<file path="src/rtl/fetch_pc_if.sv">
// Bundles the fetch-stage signals that run between the pipeline and the IM:
// pipeline control in, IM bus, decoder feed and the performance counters.
interface fetch_pc_if #(
  parameter int PC_W = 16
);
  logic            stall_IM_ID;
  logic            flow_change_ID_EX;
  logic [PC_W-1:0] dst_ID_EX;
  logic            hlt_DM_WB;
  logic [PC_W-1:0] iaddr;
  logic [16:0]     im_rdata;
  logic [16:0]     instr;
  logic [PC_W-1:0] nxt_pc_ID_EX;
  logic [31:0]     cyc_cnt;
  logic [15:0]     redir_cnt;
  logic [15:0]     stall_cnt;

  modport slave (
    input  stall_IM_ID, flow_change_ID_EX, dst_ID_EX, hlt_DM_WB, im_rdata,
    output iaddr, instr, nxt_pc_ID_EX, cyc_cnt, redir_cnt, stall_cnt
  );

  modport master (
    output stall_IM_ID, flow_change_ID_EX, dst_ID_EX, hlt_DM_WB, im_rdata,
    input  iaddr, instr, nxt_pc_ID_EX, cyc_cnt, redir_cnt, stall_cnt
  );
endinterface

</file>
<file path="src/rtl/fetch_pc.sv">
// Instruction-fetch stage: owns the PC, drives the synchronous IM address,
// feeds the decoder and pipelines next-PC towards EX, plus perf counters.
module fetch_pc #(
  parameter int PC_W      = 16,
  parameter int RESET_VEC = 0
) (
  input logic       clk,
  input logic       rst_n,
  fetch_pc_if.slave bus
);
  localparam logic [PC_W-1:0] RESET_PC = PC_W'(RESET_VEC);
  localparam logic [PC_W-1:0] PC_ONE   = PC_W'(1);

  logic            fetch_vld_q;
  logic [PC_W-1:0] pc_q, pc_d;
  logic [PC_W-1:0] pc_inc;
  logic [PC_W-1:0] nxt_pc_IM_ID_q, nxt_pc_IM_ID_d;
  logic [PC_W-1:0] nxt_pc_ID_EX_q;
  logic [31:0]     cyc_cnt_q, cyc_cnt_d;
  logic [15:0]     redir_cnt_q, redir_cnt_d;
  logic [15:0]     stall_cnt_q, stall_cnt_d;

  assign pc_inc = pc_q + PC_ONE;

  // Redirect outranks stall/halt; the first edge after reset always fetches RESET_VEC.
  always_comb begin
    pc_d = pc_inc;
    if (!fetch_vld_q)
      pc_d = RESET_PC;
    else if (bus.flow_change_ID_EX)
      pc_d = bus.dst_ID_EX;
    else if (bus.stall_IM_ID || bus.hlt_DM_WB)
      pc_d = pc_q;
  end

  // Shares its enable with the decoder's IM_ID flop so it tracks instr_IM_ID.
  always_comb begin
    nxt_pc_IM_ID_d = nxt_pc_IM_ID_q;
    if (!bus.stall_IM_ID)
      nxt_pc_IM_ID_d = pc_inc;
  end

  always_comb begin
    cyc_cnt_d   = cyc_cnt_q;
    redir_cnt_d = redir_cnt_q;
    stall_cnt_d = stall_cnt_q;
    if (!bus.hlt_DM_WB) begin
      cyc_cnt_d = cyc_cnt_q + 32'd1;
      if (bus.flow_change_ID_EX && !(&redir_cnt_q))
        redir_cnt_d = redir_cnt_q + 16'd1;
      if (bus.stall_IM_ID && !bus.flow_change_ID_EX && !(&stall_cnt_q))
        stall_cnt_d = stall_cnt_q + 16'd1;
    end
  end

  always_ff @(posedge clk or negedge rst_n) begin
    if (!rst_n) begin
      fetch_vld_q    <= 1'b0;
      pc_q           <= RESET_PC;
      nxt_pc_IM_ID_q <= '0;
      nxt_pc_ID_EX_q <= '0;
      cyc_cnt_q      <= '0;
      redir_cnt_q    <= '0;
      stall_cnt_q    <= '0;
    end else begin
      fetch_vld_q    <= 1'b1;
      pc_q           <= pc_d;
      nxt_pc_IM_ID_q <= nxt_pc_IM_ID_d;
      nxt_pc_ID_EX_q <= nxt_pc_IM_ID_q;
      cyc_cnt_q      <= cyc_cnt_d;
      redir_cnt_q    <= redir_cnt_d;
      stall_cnt_q    <= stall_cnt_d;
    end
  end

  // Before the first fetch the decoder sees LLB R0,#0, its own reset instruction.
  assign bus.iaddr        = pc_d;
  assign bus.instr        = fetch_vld_q ? bus.im_rdata : 17'h00000;
  assign bus.nxt_pc_ID_EX = nxt_pc_ID_EX_q;
  assign bus.cyc_cnt      = cyc_cnt_q;
  assign bus.redir_cnt    = redir_cnt_q;
  assign bus.stall_cnt    = stall_cnt_q;
endmodule

</file>
<file path="src/flat_wrapper.sv">
// flat-port wrapper written by rule: the top's interface ports become plain ports
module fetch_pc_flat 
#(
  parameter int PC_W      = 16,
  parameter int RESET_VEC = 0
)
  (clk, rst_n, bus_stall_IM_ID, bus_flow_change_ID_EX, bus_dst_ID_EX, bus_hlt_DM_WB, bus_im_rdata, bus_iaddr, bus_instr, bus_nxt_pc_ID_EX, bus_cyc_cnt, bus_redir_cnt, bus_stall_cnt);
  fetch_pc_if #(.PC_W(PC_W)) bus_i ();
  input logic clk;
  input logic rst_n;
  input wire logic [$bits(bus_i.stall_IM_ID)-1:0] bus_stall_IM_ID;
  input wire logic [$bits(bus_i.flow_change_ID_EX)-1:0] bus_flow_change_ID_EX;
  input wire logic [$bits(bus_i.dst_ID_EX)-1:0] bus_dst_ID_EX;
  input wire logic [$bits(bus_i.hlt_DM_WB)-1:0] bus_hlt_DM_WB;
  input wire logic [$bits(bus_i.im_rdata)-1:0] bus_im_rdata;
  output wire logic [$bits(bus_i.iaddr)-1:0] bus_iaddr;
  output wire logic [$bits(bus_i.instr)-1:0] bus_instr;
  output wire logic [$bits(bus_i.nxt_pc_ID_EX)-1:0] bus_nxt_pc_ID_EX;
  output wire logic [$bits(bus_i.cyc_cnt)-1:0] bus_cyc_cnt;
  output wire logic [$bits(bus_i.redir_cnt)-1:0] bus_redir_cnt;
  output wire logic [$bits(bus_i.stall_cnt)-1:0] bus_stall_cnt;
  assign bus_i.stall_IM_ID = bus_stall_IM_ID;
  assign bus_i.flow_change_ID_EX = bus_flow_change_ID_EX;
  assign bus_i.dst_ID_EX = bus_dst_ID_EX;
  assign bus_i.hlt_DM_WB = bus_hlt_DM_WB;
  assign bus_i.im_rdata = bus_im_rdata;
  assign bus_iaddr = bus_i.iaddr;
  assign bus_instr = bus_i.instr;
  assign bus_nxt_pc_ID_EX = bus_i.nxt_pc_ID_EX;
  assign bus_cyc_cnt = bus_i.cyc_cnt;
  assign bus_redir_cnt = bus_i.redir_cnt;
  assign bus_stall_cnt = bus_i.stall_cnt;
  fetch_pc #(.PC_W(PC_W), .RESET_VEC(RESET_VEC)) u_core (.clk(clk), .rst_n(rst_n), .bus(bus_i));
endmodule
</file>
<file path="config.mk">
export PLATFORM = sky130hd
export DESIGN_NAME = fetch_pc_flat
export DESIGN_NICKNAME = d
export VERILOG_FILES = /design/src/rtl/fetch_pc_if.sv /design/src/rtl/fetch_pc.sv /design/src/flat_wrapper.sv
export SDC_FILE = /design/constraint.sdc
export NUM_CORES = 1
export LEC_CHECK = 0
export ABC_AREA = 0
export CORE_AREA = 2 2 124 96
export DETAILED_ROUTE_END_ITERATION = 6
export DIE_AREA = 0 0 126 98
export PLACE_DENSITY = 0.78
export REMOVE_ABC_BUFFERS = 1
export SYNTH_ARGS = -nofsm -noshare
export SYNTH_HDL_FRONTEND = slang
export SYNTH_SLANG_ARGS = --single-unit
</file>
<file path="constraint.sdc">
create_clock -name clk -period 3.6 [get_ports clk]
set_input_delay 0.9 -clock clk [delete_from_list [all_inputs] [get_ports clk]]
set_output_delay 0.9 -clock clk [all_outputs]
set_load 0.01 [all_outputs]
</file>
==> reports/results.tsv <==
metric	value	unit
status	finished clean	
fin_ws	0.107	ns
syn2layout_area_growth	45.2	%
synthArstFlopShare	100	%
synth_most_common_cell	dfrtp_1	
fin_crit_sh	97.0	%
antenna_found_initial	0	
fill_cells	884	
drv_slew	0	
dr_wl_met2	6.24	mm
drcViolationCount	0	
yosys_warnings	0	
yosys-top-cells-area	dfrtp_1 (54%), xnor2_1 (9.7%), nand4_1 (3.4%)	
path_max_fanout	6	
vias	4476	
power.switching	1.02	mW
top_layer	met4	
wl	13.3	mm
worstSetupPathType	in2out	
seq_area	2830	µm²
start_util	46.5	%
overflow	0	
critPathLaunchType	input port	
synth_top_area_share	54.1	%
hp-class	reg2reg	
synthFlopType	dfrtp_1	
wl_met3	1.02	mm
root_buffer	clkbuf_16	
gp_congestion	0.853	
switching_share	26.0	%
drtIter0Drc	343	
synthTopCellsByCount	dfrtp_1 (113), xnor2_1 (58), nand2_1 (42)	
htreeDepth	4	
combPwrFrac	17.7	%
dp_slack	-0.733	ns
multi_input_area	2320	µm²
grt_setup_unrepaired	false	
ant_nets	0	
synth.distinct_cells	45	
final-setup-viol-count	0	
skew	0.00627	ns
synth_cells	498	
arrival	2.59	ns
drtPass1Iterations	5	
grt_max_degree	67	
nNetsFinal	707	
post_drt_wl_per_cell	16.2	µm
p_int	2.90	mW
cts_tree	yes	
die_w	126	µm
hold_viol	0	
rows	34	
crit_path_end_kind	output port	
pin_count	151	
worstMarginPinSlew	1.11	ns
grt_usage	22.0	%
synth.avg_cell_area	10.5	µm²
core_area	11200	µm²
ir_drop	0.352	mV
drt-met1-wl	5.73	mm
timing.fmax	286	MHz
holdWs	0.379	ns
clk_pin_slew	0.05	ns
diodes	0	
first_global_vias	4573	
seqPwrFrac	40.9	%
synth_top_area_cell	dfrtp_1	
ys_seq_area_share	54.1	%
viasPerCell	5.46	
synth-edff-count	0	
fin_total_pwr	3.91	mW
maxCapViolations	0	
relSlewSlack	25.2	%
ys_seq_elements	113	
clk_latency	0.40	ns
die_area	12300	µm²
fin_crit	3.49	ns
grt_pass1_wl	21.8	mm
clock_sinks	113	
p_clk_share	41.4	%
leakagePower	3.17	nW
power_density	516	nW/µm²
netlist_area	5230	µm²
dp_hpwl	8.99	mm
cts_buffers	17	
ctsLongestPathBuffers	2	
numPortBuffers	150	
cp.required	2.70	ns
fin_util	67.6	%
drive_gt1_share	10.4	%
die_h	98	µm
==> metal layers <==
| layer | global-route usage (%) | vias to the layer above |
|---|---|---|
| li1 | - | 2096 |
| met1 | 28.0 | 2147 |
| met2 | 35.6 | 202 |
| met3 | 6.68 | 31 |
| met4 | 8.37 | 0 |
| met5 | 0 | - |
==> state kept, by name (all words and copies together), names as in the netlist <==
signal	flops
u_core.bus.cyc_cnt	32
u_core.bus.nxt_pc_ID_EX	16
u_core.bus.redir_cnt	16
u_core.bus.stall_cnt	16
u_core.nxt_pc_IM_ID_q	16
u_core.pc_q	16
u_core.fetch_vld_q	1
==> final timing paths <==
path | start | to | slack, ns | cells past startpoint
min reg2reg | u_core.nxt_pc_IM_ID_q[2]$_DFFE_PN0N_ | u_core.bus.nxt_pc_ID_EX[2]$_DFF_PN0_ | 0.38 | 0
max reg2reg | u_core.pc_q[5]$_DFF_PN0_ | u_core.pc_q[9]$_DFF_PN0_ | 1.40 | 9
min | u_core.nxt_pc_IM_ID_q[2]$_DFFE_PN0N_ | u_core.bus.nxt_pc_ID_EX[2]$_DFF_PN0_ | 0.38 | 0
min in group asynchronous | rst_n | u_core.pc_q[9]$_DFF_PN0_ | 0.52 | 1
max in group asynchronous | rst_n | u_core.bus.stall_cnt[4]$_DFFE_PN0P_ | 2.32 | 2
max | bus_hlt_DM_WB | bus_iaddr[13] | 0.11 | 6
==> area by class of cell <==
class / count / share of cell area, %
clock buffers: 24 / 6.48
multi-input cells: 352 / 30.5
repair buffers: 171 / 21.8
flip-flops and latches: 113 / 37.3
clock inverters: 6 / 1.06
well taps: 144 / 2.37
inverters: 10 / 0.495
==> per-stage QoR <==
| step | instances | setup TNS (ns) | area (µm²) |
|---|---|---|---|
| 4_1_cts | 819 | 0 | 7580 |
| 2_1_floorplan | 475 | 0 | 5130 |
| 5_1_grt | 820 | 0 | 7590 |
| 3_3_place_gp | 785 | -4.83 | 6970 |
| 3_5_place_dp | 785 | -5.36 | 6970 |
| 6_report | 820 | 0 | 7590 |
==> what timing repair did <==
| item | 4_1_cts | 5_1_grt |
|---|---|---|
| hold buffers | 0 | 0 |
| setup endpoints to repair | 16 | 1 |
| pin swaps | 9 | 1 |
| gates resized for setup | 38 | 0 |
| setup buffers | 4 | 1 |
==> critical path, cell delays in order <==
cell and delay [ns]:
dlygate4sd2_1 0.28, or2_1 0.25, or4_4 0.46, or3_1 0.38, a31oi_1 0.16, buf_2 0.16
==> power by group through the flow <==
stage	Combinational (mW)	Clock [mW]	Sequential, mW
final	0.692	1.62	1.60
after global routing	0.753	1.71	1.63
after CTS	0.699	1.65	1.60
after detailed placement	0.694	0	1.62
after global placement	0.680	0	1.60
after floorplan	0.229	0	1.63
==> cells by family (layout without fill, tap and decap cells) <==
group	Yosys count	count (layout)	synth area share (%)
AO/OA/AOI/OAI	67	67	7.47
XOR/XNOR	76	76	12.7
adder cells (fa/ha/maj)	4	4	0.957
buffers and inverters	33	211	2.54
flip-flops	113	113	54.1
multiplexers	8	8	1.68
other	1	1	0.0717
AND/OR/NAND/NOR	196	196	20.5
==> cell usage in the layout, fill, tap and decap left out, types with 5 or more instances in the layout <==
cell type        synthesis  routed
xnor2_1                 58      58
a21oi_1                 11      11
clkdlybuf4s50_1          0     134
inv_1                   10      10
dfrtp_1                113     113
nand4_1                 28      28
o21ai_0                 33      33
mux2_2                   5       5
or3_1                    8       8
xor2_1                  18      18
and2_1                  21      21
a31oi_1                  7       5
buf_4                    0      19
nand2_1                 42      42
and3_1                   7       7
clkbuf_16                0      17
nor2_1                  17      17
nor3_1                  15      15
dlygate4sd2_1            0       9
nor4_1                   7       5
nand3_1                 25      25
Power figures use the tool's default switching activity.
